### config.mk
export PLATFORM = sky130hd
export DESIGN_NAME = neureka_job_dispatcher
export DESIGN_NICKNAME = d
export VERILOG_FILES = /design/src/rtl/neureka_job_dispatcher.sv
export SDC_FILE = /design/constraint.sdc
export NUM_CORES = 2
export LEC_CHECK = 0
export CAP_MARGIN = 10
export CORE_AREA = 2 2 350 352
export CTS_CLUSTER_DIAMETER = 50
export DETAILED_ROUTE_END_ITERATION = 7
export DIE_AREA = 0 0 352 354
export PLACE_DENSITY_LB_ADDON = 0.1
export SYNTH_ARGS = -nofsm -noshare
export SYNTH_HDL_FRONTEND = slang
export SYNTH_SLANG_ARGS = --single-unit
### constraint.sdc
create_clock -name clk_i -period 58.3 [get_ports clk_i]
set_clock_uncertainty 0.2 [all_clocks]
set_input_delay 17.49 -clock clk_i [delete_from_list [all_inputs] [get_ports clk_i]]
set_output_delay 17.49 -clock clk_i [all_outputs]
set_load 0.005 [all_outputs]
### src/rtl/neureka_job_dispatcher.sv
// neureka_job_dispatcher: periph-bus initiator that acquires a NEUREKA context,
// writes the job registers and TRIGGER, then waits for the end-of-job event.
// One job and at most one bus transaction in flight at any time.
module neureka_job_dispatcher #(
  parameter int unsigned   N_REG         = 24,
  parameter int unsigned   AW            = 32,
  parameter int unsigned   DW            = 32,
  parameter int unsigned   ID            = 8,
  parameter logic [AW-1:0] BASE_ADDR     = '0,
  parameter logic [AW-1:0] JOB_OFFS      = 'h20,
  parameter int unsigned   RETRY_WAIT    = 4,
  parameter int unsigned   REGFILE_N_EVT = 2
) (
  input  logic                     clk_i,
  input  logic                     rst_i,
  input  logic                     clear_i,
  input  logic                     job_valid_i,
  output logic                     job_ready_o,
  input  logic [N_REG*DW-1:0]      job_data_i,
  output logic                     req_o,
  input  logic                     gnt_i,
  output logic [AW-1:0]            add_o,
  output logic                     wen_o,
  output logic [DW/8-1:0]          be_o,
  output logic [DW-1:0]            data_o,
  output logic [ID-1:0]            id_o,
  input  logic                     r_valid_i,
  input  logic [DW-1:0]            r_data_i,
  input  logic [ID-1:0]            r_id_i,
  input  logic [REGFILE_N_EVT-1:0] evt_i,
  output logic                     busy_o,
  output logic                     done_o,
  output logic [7:0]               done_id_o
);
  localparam int KW = (N_REG > 1) ? $clog2(N_REG) : 1;
  localparam int BW = $clog2(RETRY_WAIT + 1);

  typedef enum logic [2:0] {S_IDLE, S_ACQ, S_BACKOFF, S_CFG, S_TRIG, S_WAIT} state_t;
  state_t r_state, w_next;

  logic [N_REG*DW-1:0] r_desc;
  logic                r_req, r_wen, r_wait, r_clr_pend, r_evt, r_done, r_init;
  logic [AW-1:0]       r_add;
  logic [DW-1:0]       r_data;
  logic [ID-1:0]       r_id, r_exp_id;
  logic [KW-1:0]       r_k;
  logic [BW-1:0]       r_bo_cnt;
  logic [7:0]          r_done_id;

  logic          w_hs, w_rsp, w_bus_idle, w_abort, w_bo_done, w_issue, w_evt, w_last;
  logic [ID-1:0] w_exp_id;
  logic [AW-1:0] w_iss_add;
  logic          w_iss_wen;
  logic [DW-1:0] w_iss_data;
  logic          w_unused;

  assign w_hs       = job_valid_i & job_ready_o;
  // While the request is still up the response can only belong to it (zero-latency
  // response); after gnt it must carry the ID captured at grant time.
  assign w_exp_id   = r_req ? r_id : r_exp_id;
  assign w_rsp      = r_valid_i & (r_id_i == w_exp_id) & (r_wait | (r_req & gnt_i));
  assign w_bus_idle = ~r_req & ~r_wait;
  assign w_abort    = r_clr_pend & w_bus_idle;
  assign w_bo_done  = (r_state == S_BACKOFF) && (r_bo_cnt == BW'(RETRY_WAIT));
  assign w_evt      = r_evt | evt_i[0];
  assign w_last     = (r_k == KW'(N_REG - 1));
  // The retry read is launched from the last backoff cycle so the bus sees exactly
  // RETRY_WAIT idle cycles between the refused response and the next request.
  assign w_issue    = w_bus_idle & ~r_clr_pend & ~clear_i &
                      ((r_state == S_ACQ) || (r_state == S_CFG) || (r_state == S_TRIG) || w_bo_done);
  assign w_unused   = ^{evt_i, r_data_i};

  assign job_ready_o = (r_state == S_IDLE) & r_init & ~clear_i;
  assign busy_o      = (r_state != S_IDLE);
  assign req_o       = r_req;
  assign add_o       = r_add;
  assign wen_o       = r_wen;
  assign be_o        = '1;
  assign data_o      = r_data;
  assign id_o        = r_id;
  assign done_o      = r_done;
  assign done_id_o   = r_done_id;

  // Address/data of the transaction the current state wants to launch
  always_comb begin
    w_iss_add  = BASE_ADDR + JOB_OFFS + AW'(4);
    w_iss_wen  = 1'b1;
    w_iss_data = '0;
    case (r_state)
      S_CFG: begin
        w_iss_add  = BASE_ADDR + JOB_OFFS + AW'({r_k, 2'b00});
        w_iss_wen  = 1'b0;
        w_iss_data = r_desc[r_k*DW +: DW];
      end
      S_TRIG: begin
        w_iss_add  = BASE_ADDR + JOB_OFFS;
        w_iss_wen  = 1'b0;
      end
      default: ;
    endcase
  end

  // State register
  always_ff @(posedge clk_i or posedge rst_i) begin
    if (rst_i) r_state <= S_IDLE;
    else       r_state <= w_next;
  end

  // Next-state logic; a pending clear wins once the bus is quiet
  always_comb begin
    w_next = r_state;
    if (w_abort && (r_state != S_IDLE)) begin
      w_next = S_IDLE;
    end else begin
      case (r_state)
        S_IDLE:    if (w_hs) w_next = S_ACQ;
        S_ACQ:     if (w_rsp) w_next = r_data_i[DW-1] ? S_BACKOFF : S_CFG;
        S_BACKOFF: if (w_bo_done) w_next = S_ACQ;
        S_CFG:     if (w_rsp && w_last) w_next = S_TRIG;
        S_TRIG:    if (w_rsp) w_next = S_WAIT;
        S_WAIT:    if (w_evt) w_next = S_IDLE;
        default:   w_next = S_IDLE;
      endcase
    end
  end

  // Bus initiator, job counters, clear/event capture and completion outputs
  always_ff @(posedge clk_i or posedge rst_i) begin
    if (rst_i) begin
      r_init     <= 1'b0;
      r_desc     <= '0;
      r_req      <= 1'b0;
      r_add      <= '0;
      r_wen      <= 1'b1;
      r_data     <= '0;
      r_id       <= '0;
      r_exp_id   <= '0;
      r_wait     <= 1'b0;
      r_clr_pend <= 1'b0;
      r_evt      <= 1'b0;
      r_done     <= 1'b0;
      r_done_id  <= '0;
      r_k        <= '0;
      r_bo_cnt   <= '0;
    end else begin
      r_init <= 1'b1;
      r_done <= (r_state == S_WAIT) && w_evt && !r_clr_pend;
      if (w_hs) r_desc <= job_data_i;

      if (w_issue) begin
        r_req  <= 1'b1;
        r_add  <= w_iss_add;
        r_wen  <= w_iss_wen;
        r_data <= w_iss_data;
      end else if (r_req && gnt_i) begin
        r_req    <= 1'b0;
        r_id     <= r_id + 1'b1;
        r_exp_id <= r_id;
      end

      if (r_req && gnt_i) r_wait <= ~w_rsp;
      else if (w_rsp)     r_wait <= 1'b0;

      if (w_abort)                             r_clr_pend <= 1'b0;
      else if (clear_i && r_state != S_IDLE)   r_clr_pend <= 1'b1;

      // Sticky end-of-job flag, armed only once TRIGGER has been granted
      if ((r_state == S_WAIT) || (r_state == S_TRIG && r_wait)) begin
        if (evt_i[0]) r_evt <= 1'b1;
      end else begin
        r_evt <= 1'b0;
      end

      if (r_state == S_ACQ && w_rsp) begin
        if (r_data_i[DW-1]) begin
          r_bo_cnt <= BW'(1);
        end else begin
          r_done_id <= r_data_i[7:0];
          r_k       <= '0;
        end
      end
      if (r_state == S_BACKOFF)            r_bo_cnt <= r_bo_cnt + 1'b1;
      if (r_state == S_CFG && w_rsp && !w_last) r_k <= r_k + 1'b1;
    end
  end
endmodule

Word level (Yosys, flattened, before mapping):

Cells that the tools add are included.

* flip-flop bits (word level): 874
* output and inout port bits: 89

* add/sub/neg operators: 4
* equal/unequal tests: 16
* shift-type cells: 1
* multiplexer cells: 27
* bitwise gates (word level): 20
* reduce and logical (&&, ||, !) cells: 31

Operators with widths (number)
* $shiftx 768x11->32: 1
* $mux 32: 1
* $mux 3: 10
* $pmux 3 s6: 1
* $pmux 8 s2: 1
* $mux 5: 3
* $ne 3x2->1 const B: 4
* $reduce_bool 2->1: 6
* $and 1x1->1: 11
* $logic_and 1x1->1: 11
* $mux 1: 10
* $eq 3x3->1 const B: 3
* $add 6x7->8 const A: 1
* $add 8x1->8 const B: 1
* $eq 8x8->1: 1
* $mux 8: 1
* $reduce_and 2->1: 4
* $not 1->1: 7
* $eq 3x2->1 const B: 2
* $reduce_and 6->1: 1
* $add 5x1->5 const B: 1
* $eq 5x5->1 const B: 1
* $logic_or 1x1->1: 4
* $add 3x1->3 const B: 1
* 10 further kinds: 12

Longest topological paths before layout:

* depth after elaboration: 8
* depth in mapped cells: 9
* depth with buffers taken out: 8

Worst setup path after synthesis:

OpenSTA, ideal clock, no wires.

* kind: input -> output
* start point: in clear_i
* end point: out job_ready_o
* arrival: 17.706 ns
* required time: 40.610 ns
* path slack: 22.904 ns
* cell stages on the path: 1
* cell sequence: nor3b_1

* cells in the longest elaborated chain, start to end: 2

Ends and longest elaborated chain
* start: declaration: RTL line 16 `input logic clear_i,`
* $not 1->1: RTL line 73 `assign job_ready_o = (r_state == S_IDLE) & r_init & ~clear_i;`
* $and 1x1->1: RTL line 73
* end: declaration: RTL line 18 `output logic job_ready_o,`

Every way passes these cells.

Worst setup path in the final report:

Ends and elaborated chain as after synthesis.

==> metrics <==
WP data arrival between 15000 and 20000 ps; First DRT Iteration DRCs 1162; Avg Cell Area, Syn 15.57 µm²; setup bufs post-CTS 0; num rows ~130; vias in the first global route around 27000; Worst EP required about 41000 ps; total grt overflow 0; Async SR Flop Fraction 100.0%; H-tree depth 4; Worst VDD drop between 20 and 30 µV; HP Class register to register; Worst setup EP type output port; initial antenna violation count 89; Max-Cap Viols 0; Final period util between 60% and 70%; Clock Tree Root clkbuf_16; WL/cell around 26 µm; Vias/cell 4.868; Post-Synthesis Cells roughly 2400; first-pass GRT wire length about 190000 µm; Setup Total Neg Slack 0 ps; post-route antenna net violation count 0; Area contributors post-synth dfrtp_1 (56%), mux2_2 (22%), mux4_2 (11%); share of layout cells above drive strength 1 between 30% and 40%; Place WS between 20000 and 25000 ps; Die X roughly 350 µm; hold_buf cts 0; post-layout min period ~37000 ps; Reg clk slew, reported paths 50 ps; Fillers roughly 11000; Core ar. 120900 µm²; most frequent cells in the layout clkdlybuf4s50_1 (850), dfrtp_1 (843), mux2_2 (761); GRT Resource Usage Total 21.43%; Final Hold Viols 0; Final WS setup 21790 ps; CTS tree yes; RD Place Congestion 0.8320; Max Clock Freq approximately 27 MHz; clk_lat worst skew between 700 and 800 ps; sequential-to-total area share from yosys stat between 50% and 60%; port bufs 850; Vias roughly 25000; I/O pin count 905; Startpoint Class input pin; Synth Flop Type dfrtp_1; Mapped Area around 38000 µm²; Initial Util about a third; DRT Pass-1 Iters 5; critical path class input pin to output port; DIE AREA approximately 120000 µm²; post-DP HPWL 99910 µm; Total Nets Final between 4000 and 5000; status complete, no violations; # setup viols final 0; Post-synth EDFFs 0; Clock Sinks ~850; Synth top area share a little under three fifths; RSZ-0062 raised after global routing false; Yosys Warn Count 0; Vert. Die Dim ~350 µm; TritonCTS Buffers around 130; Leak around 21 nW; Area growth syn-to-layout 38.45%; Yosys cell types between 50 and 60; drt total wl 134200 µm; Pwr per Cell Area 44.72 nW/µm²; worst-case hold slack between 200 and 300 ps; fin. max-slew vios 0; Resized Gates After CTS 0; Longest Clk Path Bufs 3; slew margin rel. a little under a quarter; DRC 0; most common cell after layout, fill and taps aside clkdlybuf4s50_1; largest net degree at the start of global routing between 150 and 200; area leader, netlist dfrtp_1; Yosys reg bits 848; Least-Margin Pin Slew roughly 1100 ps; CP max FO 4
-- stage by stage --
step	area (µm²)	util, %	power, mW	cells
final	52730	43.61	2.358	5071
after global routing	52720	43.60	2.488	5066
after CTS	52610	43.51	2.395	5021
after detailed placement	48090	39.77	1.570	4788
after global placement	48090	39.77	1.532	4788
after floorplan	38200	-	1.346	2475
-- sequential cells by signal, indices dropped and copies added (netlist names) --
register    cells
add_o           6
data_o         32
done_id_o       8
done_o          1
id_o            8
r_bo_cnt        3
r_clr_pend      1
r_desc        768
r_evt           1
r_exp_id        8
r_init          1
r_k             5
r_state         3
r_wait          1
req_o           1
wen_o           1
-- critical path, cell delays in order --
cell and delay (ps):
clkdlybuf4s50_1 500, nor3b_1 280, clkdlybuf4s50_1 550
-- cell type report --
cell class                 instances  area (µm²)  share of cell area [%]
tap                             1625        2033                   3.856
antenna                           50       125.1                  0.2373
multi-input combinational       1425       15980                   30.31
clock inverter                    57       797.0                   1.511
sequential                       848       21240                   40.27
inverter                           5       26.28                 0.04983
timing repair buffer             885        8808                   16.70
clock buffer                     176        3721                   7.057
-- Yosys cell counts, drive strengths merged, types with 2 or more instances --
library cell  count
dfrtp           847
mux2            809
mux4            192
buf             147
nor2             79
mux2i            74
a21oi            68
clkbuf           50
nand2            49
o21ai            44
xnor2            14
nand3             9
ha                5
inv               5
nor2b             5
and2              4
nand4             4
nor4              4
o31ai             4
nand2b            3
nor3b             3
a21o              2
a22o              2
a31oi             2
and3              2
conb              2
or3               2
-- per-layer routing --
metal / global-route usage (%) / vias up / wire length (µm)
li1: - / 10760 / -
met5: 0 / - / 420
met2: 35.33 / 802 / 67210
met4: 11.41 / 64 / 5348
met3: 7.758 / 275 / 10340
met1: 24.32 / 12784 / 50900
-- worst paths after layout --
kind,start,endpoint,slack (ps),cells past startpoint
max,clear_i,job_ready_o,21790,3
min,wen_o,wen_o,270,2
max reg2reg,r_state[1],r_desc[74],53390,6
min reg2reg,wen_o,wen_o,270,2
max in group asynchronous,rst_i,r_desc[513],36940,6
min in group asynchronous,rst_i,r_desc[84],17050,2
-- power breakdown --
part           total, mW  internal (mW)  switching [mW]
Clock              0.808          0.519           0.288
Combinational      0.555          0.356           0.198
Sequential         0.995          0.857           0.139
Total               2.36           1.73           0.625
-- logic make-up after synthesis --
group / after synthesis / synth area share [%]
multiplexers: 1075 / 37.22
AO/OA/AOI/OAI: 129 / 1.820
XOR/XNOR: 15 / 0.3449
adder cells (fa/ha/maj): 5 / 0.1643
buffers and inverters: 202 / 2.697
other: 2 / 0.01972
flip-flops: 848 / 55.72
AND/OR/NAND/NOR: 170 / 2.020
Note: power is estimated with default switching activity, not from simulation.
